===== src/rtl/i2c_request_arbiter_pkg.sv =====
// Shared definitions for the I2C request arbiter slice.
//   - FSM state encoding for the arbiter controller
//   - I2C address/data field widths
//   - read/write encoding of the RW command bit
package i2c_pkg;

    localparam int ADDR_W = 7;
    localparam int DATA_W = 8;

    localparam logic RW_WRITE = 1'b0;
    localparam logic RW_READ  = 1'b1;

    typedef enum logic [2:0] {
        ST_IDLE,
        ST_LAUNCH,
        ST_WAIT_DONE,
        ST_REPORT,
        ST_GAP
    } state_t;

endpackage


===== src/rtl/i2c_request_arbiter_rr_arbiter2.sv =====
// Two-way round-robin picker.
//   clock, Reset : system clock, asynchronous active-low reset
//   req          : request vector, one bit per requester
//   update       : pulse to record the requester that was just served
//   served_idx   : index (0/1) of the requester that was just served
//   pick         : one-hot winner (combinational), 0 when nothing requested
module rr_arbiter2 (
    input  logic       clock,
    input  logic       Reset,
    input  logic [1:0] req,
    input  logic       update,
    input  logic       served_idx,
    output logic [1:0] pick
);

    // Index of the requester served most recently; resetting it to 1 makes
    // requester 0 win the first tie.
    logic last;

    always_comb begin
        pick = 2'b00;
        if (req == 2'b11) begin
            pick = last ? 2'b01 : 2'b10;
        end else begin
            pick = req;
        end
    end

    always_ff @(posedge clock or negedge Reset) begin
        if (!Reset) begin
            last <= 1'b1;
        end else if (update) begin
            last <= served_idx;
        end
    end

endmodule


===== src/rtl/i2c_request_arbiter.sv =====
// Shares one I2C master bit engine between two requesters.
//   clock, Reset         : system clock, asynchronous active-low reset
//   Req/ReqAddr/ReqRW/ReqData : per-requester one-byte command
//   Grant                : one-hot current owner, 0 when idle
//   Done/AckErr/TimedOut/RdData : completion report to the owner
//   EngGo/EngAddr/EngRW/EngData : launch pulse and command to the engine
//   EngBusy/EngDone/EngNack/EngRdData : engine status and result
module i2c_request_arbiter
    import i2c_pkg::*;
#(
    parameter int TimeoutCycles = 4096,
    parameter int GapCycles     = 3
) (
    input  logic                  clock,
    input  logic                  Reset,
    input  logic [1:0]            Req,
    input  logic [2*ADDR_W-1:0]   ReqAddr,
    input  logic [1:0]            ReqRW,
    input  logic [2*DATA_W-1:0]   ReqData,
    output logic [1:0]            Grant,
    output logic [1:0]            Done,
    output logic                  AckErr,
    output logic                  TimedOut,
    output logic [DATA_W-1:0]     RdData,
    output logic                  EngGo,
    output logic [ADDR_W-1:0]     EngAddr,
    output logic                  EngRW,
    output logic [DATA_W-1:0]     EngData,
    input  logic                  EngBusy,
    input  logic                  EngDone,
    input  logic                  EngNack,
    input  logic [DATA_W-1:0]     EngRdData
);

    localparam int TW = $clog2(TimeoutCycles + 1);
    localparam int GW = $clog2(GapCycles + 1);

    state_t        state, state_nxt;
    logic [TW-1:0] tcnt;
    logic [GW-1:0] gcnt;
    logic [1:0]    pick;
    logic          timeout;

    rr_arbiter2 u_rr (
        .clock      (clock),
        .Reset      (Reset),
        .req        (Req),
        .update     (state == ST_REPORT),
        .served_idx (Grant[1]),
        .pick       (pick)
    );

    assign timeout = (tcnt == TW'(TimeoutCycles));

    // Done is decoded from the REPORT state so it is exactly one cycle long
    // and goes low the instant reset is asserted.
    assign Done = (state == ST_REPORT) ? Grant : 2'b00;

    always_comb begin
        state_nxt = state;
        case (state)
            ST_IDLE:      if ((|Req) && !EngBusy) state_nxt = ST_LAUNCH;
            ST_LAUNCH:    state_nxt = ST_WAIT_DONE;
            ST_WAIT_DONE: if (EngDone || timeout) state_nxt = ST_REPORT;
            ST_REPORT:    state_nxt = ST_GAP;
            ST_GAP:       if (gcnt == '0) state_nxt = ST_IDLE;
            default:      state_nxt = ST_IDLE;
        endcase
    end

    always_ff @(posedge clock or negedge Reset) begin
        if (!Reset) begin
            state    <= ST_IDLE;
            tcnt     <= '0;
            gcnt     <= '0;
            Grant    <= 2'b00;
            AckErr   <= 1'b0;
            TimedOut <= 1'b0;
            RdData   <= '0;
            EngGo    <= 1'b0;
            EngAddr  <= '0;
            EngRW    <= RW_WRITE;
            EngData  <= '0;
        end else begin
            state <= state_nxt;
            EngGo <= (state == ST_LAUNCH);
            case (state)
                ST_IDLE: begin
                    if (state_nxt == ST_LAUNCH) begin
                        Grant   <= pick;
                        EngAddr <= pick[1] ? ReqAddr[2*ADDR_W-1:ADDR_W] : ReqAddr[ADDR_W-1:0];
                        EngRW   <= ReqRW[pick[1]];
                        EngData <= pick[1] ? ReqData[2*DATA_W-1:DATA_W] : ReqData[DATA_W-1:0];
                    end
                end
                ST_LAUNCH: begin
                    tcnt <= '0;
                end
                ST_WAIT_DONE: begin
                    // A real completion wins over a coincident timeout.
                    if (EngDone) begin
                        AckErr   <= EngNack;
                        TimedOut <= 1'b0;
                        if (EngRW == RW_READ) RdData <= EngRdData;
                    end else if (timeout) begin
                        AckErr   <= 1'b1;
                        TimedOut <= 1'b1;
                    end else begin
                        tcnt <= tcnt + TW'(1);
                    end
                end
                ST_REPORT: begin
                    Grant <= 2'b00;
                    gcnt  <= GW'(GapCycles - 1);
                end
                ST_GAP: begin
                    if (gcnt != '0) gcnt <= gcnt - GW'(1);
                end
                default: ;
            endcase
        end
    end

endmodule


===== config.mk =====
export PLATFORM = sky130hd
export DESIGN_NAME = i2c_request_arbiter
export DESIGN_NICKNAME = d
export VERILOG_FILES = /design/src/rtl/i2c_request_arbiter_pkg.sv /design/src/rtl/i2c_request_arbiter_rr_arbiter2.sv /design/src/rtl/i2c_request_arbiter.sv
export SDC_FILE = /design/constraint.sdc
export NUM_CORES = 1
export LEC_CHECK = 0
export ABC_AREA = 1
export CELL_PAD_IN_SITES_DETAIL_PLACEMENT = 1
export CELL_PAD_IN_SITES_GLOBAL_PLACEMENT = 1
export CORE_MARGIN = 10
export CORE_UTILIZATION = 25
export CTS_CLUSTER_SIZE = 12
export DETAILED_ROUTE_END_ITERATION = 12
export PLACE_DENSITY_LB_ADDON = 0.08
export RECOVER_POWER = 50
export SLEW_MARGIN = 30
export SYNTH_ARGS = -nofsm -noshare
export SYNTH_HDL_FRONTEND = slang
export SYNTH_SLANG_ARGS = --single-unit

===== constraint.sdc =====
create_clock -name clock -period 1.45 [get_ports clock]
set_clock_uncertainty 0.15 [all_clocks]
set_input_delay 0.2175 -clock clock [delete_from_list [all_inputs] [get_ports clock]]
set_output_delay 0.2175 -clock clock [all_outputs]
set_load 0.01 [all_outputs]

[After elaboration in Yosys (flattened, before gate mapping)]
Index checks and enable logic that the tools add are counted.
W data, S select, Z words.
Word-level totals
  output and inout bits: 31
  input bits: 47
  flip-flop bits (word level): 48
  word-level logic and storage cells: 64
Operators by class
  mux-type cells: 21
  equality and inequality tests: 11
  reduce and logical (&&, ||, !) cells: 17
  magnitude comparators: 1
  add/sub/neg operators: 2
Operators by type and width (count)
  $mux W13: 2
  $pmux W13 S2: 1
  $pmux W3 S5: 1
  $add A13 B1 Y13 const B: 1
  $eq A13 B13 Y1 const B: 1
  $mux W2: 5
  $reduce_bool A2 Y1: 5
  $mux W3: 3
  $mux W8: 1
  $ne A2 B2 Y1 const B: 4
  $pmux W2 S2: 2
  $reduce_and A2 Y1: 4
  $mux W7: 1
  $eq A3 B1 Y1 const B: 2
  $eq A3 B2 Y1 const B: 2
  $reduce_and A3 Y1: 2
  $mux W1: 5
  $eq A3 B3 Y1 const B: 1
  $logic_not A3 Y1: 1
  $eq A2 B2 Y1 const B: 1
  $logic_not A2 Y1: 1
  $lt A1 B2 Y1 const B: 1
  $reduce_or A2 Y1: 1
  $sub A2 B1 Y2 const B: 1
  3 further kinds: 3

[Depth between registers and ports, before layout]
Gate-level depths: netlist of run 1.
  depth after elaboration: 7
  depth in mapped cells: 10
  gate-level depth less buffers: 9

[By module]
Synthesis of run 1 repeated with hierarchy kept, for this count alone.
Unflattened totals
  cells, all modules: 341
  area total of the unflattened synthesis: 2543.7 sq um
Modules (own cells, without submodules)
  i2c_request_arbiter: instances 1, sequential area each 1176.1 sq um, cells each 331, area each 2481.1 sq um
  rr_arbiter2: instances 1, sequential area each 26.3 sq um, cells each 10, area each 62.6 sq um

[Worst setup path before layout of run 1]
No wires, ideal clock.
  path kind: reg2reg
  start: register tcnt[0]
  end: register tcnt[4]
  path slack: -0.056 ns
  arrival time: 1.282 ns
  library setup time: 0.074 ns
  stages on the path, launching flop included: 7
  path through: dfrtp_1 -> ha_1 -> inv_1 -> nor2_1 -> or2_2 -> nand3_1 -> o21ai_2
Between the ends
  cells in the longest elaborated chain, start to end: 4
  elaborated cells on any way between the ends: 7
  those cells by class: add/sub: 1; eq/ne: 2; mux: 3; reduce/logical: 1
RTL lines
  start, declared: RTL line i2c_request_arbiter.sv:39  | logic [TW-1:0] tcnt;
  start signal, assigned: RTL line i2c_request_arbiter.sv:109  | tcnt <= tcnt + TW'(1);
  $add A13 B1 Y13: RTL line i2c_request_arbiter.sv:109
  $mux W13: RTL line i2c_request_arbiter.sv:105  | end else if (timeout) begin
  $mux W13: RTL line i2c_request_arbiter.sv:101  | if (EngDone) begin
  $pmux W13 S2: RTL line i2c_request_arbiter.sv:87  | case (state)
Several ways; a longest one is shown, not always the timed one. The select of a mux whose other input is x is not followed.
A chain may end at the register's enable or synchronous reset.

[Worst setup path in the final report of run 1]
  start: register tcnt[0]
  end: register tcnt[10]
The elaborated chain is that of the path after synthesis.

==> flow_summary_export.csv, run 1 <==
group,metric,value,unit
sta,timing.slew.headroom,53.34,%
route,vias,2610,
worst_setup_path,regToRegEndpoint,"tcnt[10]",
synth,synth.avg_cell_area,7.786,sq um
placed_design,dpl_cell_area,0.003742,sq mm
power_and_ir_drop,powerDensity,1625,mW/mm^2
power_and_ir_drop,leakage,1.948,nW
floorplanning,core-area,0.009729,sq mm
floorplanning,die_y,119.7,um
worst_setup_path,worstRegToRegCells,9,
global_routing,grt_pass1_vias,3003,
synth,synth_cells,319,
synth,yosysTopAreaCellShare,47.36,%
global_routing,grt_overflow,0,
cells_and_area,antennaDiodeCount,0,
route,drt_iter0_markers,86,
worst_setup_path,cp_slowest_cell,"dfrtp_1",
clocking,cts-buffers-inserted,5,
sta,fin_crit,1574,ps
synth,synth_top_area_cell,"dfrtp_1",
power_and_ir_drop,peakVddDrop,0.0006466,V
floorplanning,fp-row-count,36,
floorplanning,die_x,119.7,um
cells_and_area,nNetsFinal,502,
clocking,root_buffer,"clkbuf_8",
global_routing,track_usage,12.67,%
global_routing,grt_pass1_wl,14.87,mm
worst_setup_path,cp_max_fo,14,
run_status,status,"complete, but fails checks",
global_routing,grt_max_degree,49,
clocking,cts_tree,"yes",
floorplanning,die-area,0.01432,sq mm
worst_setup_path,crit_arrival,1670,ps
route,vias_per_cell,4.454,
clocking,clk_latency,310,ps
cells_and_area,final_cell_area,0.004234,sq mm
worst_setup_path,critical_path_class,"reg -> reg",
floorplanning,initial_core_util,25.53,%
synth,yosysSeqAreaShare,48.41,%
synth,yosysWarnings,0,
clocking,clockBufferDepth,2,
worst_setup_path,worst-path-buf-inv,2,
route,wire_per_inst,15.12,um
synth,synth.distinct_cells,27,
worst_setup_path,cpPeakStageDelay,420,ps
sta,finalCritPeriodShare,108.5,%
clocking,cts.sinks,48,
worst_setup_path,r2r_start,"tcnt[0]",
synth,syn-num-nets,369,
hold_path,holdCritPathClass,"in -> reg",
floorplanning,ios,78,
clocking,clk_pin_slew,100,ps
clocking,cts_max_level,2,
cells_and_area,area_growth,70.48,%
sta,fmax,635.5,MHz
placed_design,dp_slack,-248.7,ps
cells_and_area,drive_above_1_share,31.13,%
route,wl,8.860,mm
placed_design,place_congestion,0.7638,
sta,rsz0062_at_grt,"yes",
run_status,violations,"setup timing",
worst_setup_path,critPathTopFamily,"simple AND/OR/NAND/NOR gates",
synth,syn_area,0.002484,sq mm
route,drc,0,
worst_setup_path,crit_path_end_kind,"flip-flop",
worst_setup_path,path_cells,"inv_2, ha_4, nand3_2, nor2_1, nand3_1, nand2_4, buf_12, nand2_1, o21ai_1",
synth,synth.area.top_cells,"dfrtp_1, nand2_1, nand3_1",
placed_design,portBuffers,77,
sta,setup_viol_count_final,38,
route,dr.pass1.iters,4,
sta,setup_slack,-123.6,ps
hold_path,min_delay_path_depth,3,
worst_setup_path,critPathLaunchType,"flip-flop",
sta,worst_pin_slew,699.9,ps
worst_setup_path,critical_path.startpoint,"tcnt[0]",
sta,slew_violations,0,
global_routing,antenna_found_initial,0,
route,ant_nets,0,
job,drv_cap,0,
worst_setup_path,required,1540,ps
sta,hold_viol,0,
worst_setup_path,r2r_slack,-120,ps
hold_path,hp-start,"ReqData[4]",
placed_design,dpl.hpwl,6.081,mm
hold_path,min_to,"EngData[4]",
synth,ys_ff_latch,48,
sta,finalSetupTns,-2280,ps
## cell usage after synthesis (all sizes together)
cell,count
a21oi,1
a22oi,1
a31oi,16
buf,8
clkbuf,4
clkinv,1
dfrtp,47
dfstp,1
ha,3
inv,26
nand2,94
nand3,51
nand4,4
nor2,41
nor3,1
o21ai,16
o21bai,1
or2,3
## layout make-up
type | instances | area [sq um]
clock buffers | 6 | 82.58
clock inverters | 2 | 13.76
fillers | 1180 | 5495
inverters | 27 | 113.9
multi-input cells | 232 | 1319
flip-flops and latches | 48 | 1205
well taps | 133 | 166.4
repair buffers | 138 | 1334
## through the flow
| step | hold WS (ps) | util, % | instances | total power [mW] |
|---|---|---|---|---|
| after global routing | 299.5 | 43.52 | 586 | 7.471 |
| after detailed placement | 83.67 | 38.46 | 556 | 5.422 |
| after CTS | 279.1 | 42.86 | 582 | 6.855 |
| final | 312.0 | 43.52 | 586 | 6.881 |
| after global placement | 85.52 | 38.46 | 556 | 5.376 |
| after floorplan | -228.1 | - | 319 | 3.680 |
## tightest hold or removal path: stages
cell,delay [ps]
clkdlybuf4s50_1,400
nand2_1,60
a31oi_1,70
## how the worst max path moves through the flow
stage,cells past startpoint,to,slack [ps]
after floorplan,8,tcnt[7],-20
after global placement,3,Done[1],-210
after detailed placement,3,Done[1],-250
after CTS,9,tcnt[8],-110
after global routing,9,tcnt[1],-250
final,9,tcnt[10],-120
## where the power goes
| group | switching (mW) | internal [mW] | leakage (nW) |
|---|---|---|---|
| clock | 0.513 | 0.392 | 0.0516 |
| combinational | 1.97 | 1.91 | 1.30 |
| sequential | 0.283 | 1.82 | 0.595 |
## layer usage
metal  vias to the layer above  share of wire [%]  GRT usage, %
met5                         -                  0             0
met4                         0                1.4         3.695
met3                        11                7.4         4.829
met2                        48                 51         22.21
met1                      1244                 41         13.94
li1                       1307                  -             -
## what timing repair did
action,CTS,global route
gates resized for setup,90,17
pin swaps,18,6
setup buffers,15,4
setup endpoints to repair,73,49
endpoints found under the hold margin,48,0
gates cloned,3,0
hold buffers,1,0
## state kept, by name (all words and copies together), names as in the netlist
register	cells
tcnt	13
RdData	8
gcnt	2
AckErr	1
EngAddr	7
TimedOut	1
state	3
EngGo	1
EngRW	1
u_rr.last	1
Grant	2
EngData	8
## logic make-up after synthesis
kind of cell | count (synthesis) | synth area share, %
compound gates | 35 | 9.119
flops | 48 | 48.41
fa+ha+maj | 3 | 1.511
simple gates | 194 | 33.90
buf+inv | 39 | 7.053
## cell usage in the layout (no fill, tap or decap), types with 2 or more instances in the layout
cell type / n
a31oi_1: 16
buf_12: 8
buf_16: 2
buf_2: 4
buf_4: 46
buf_6: 3
clkbuf_8: 6
clkdlybuf4s50_1: 45
dfrtp_1: 45
dfrtp_2: 2
dlygate4sd2_1: 27
inv_1: 20
inv_2: 6
nand2_1: 76
nand2_2: 15
nand2_4: 2
nand3_1: 36
nand3_2: 13
nand3_4: 2
nand4_1: 4
nor2_1: 32
nor2_2: 4
nor2_4: 5
o21ai_0: 2
o21ai_1: 5
o21ai_2: 9
or2_2: 3
Power figures use the tool's default switching activity.
==> run 2, diff against run 1 <==
- CTS_CLUSTER_DIAMETER: not set -> 60
==> results of run 2 <==
The final DEF is identical to that of run 1; final timing and power are the same.
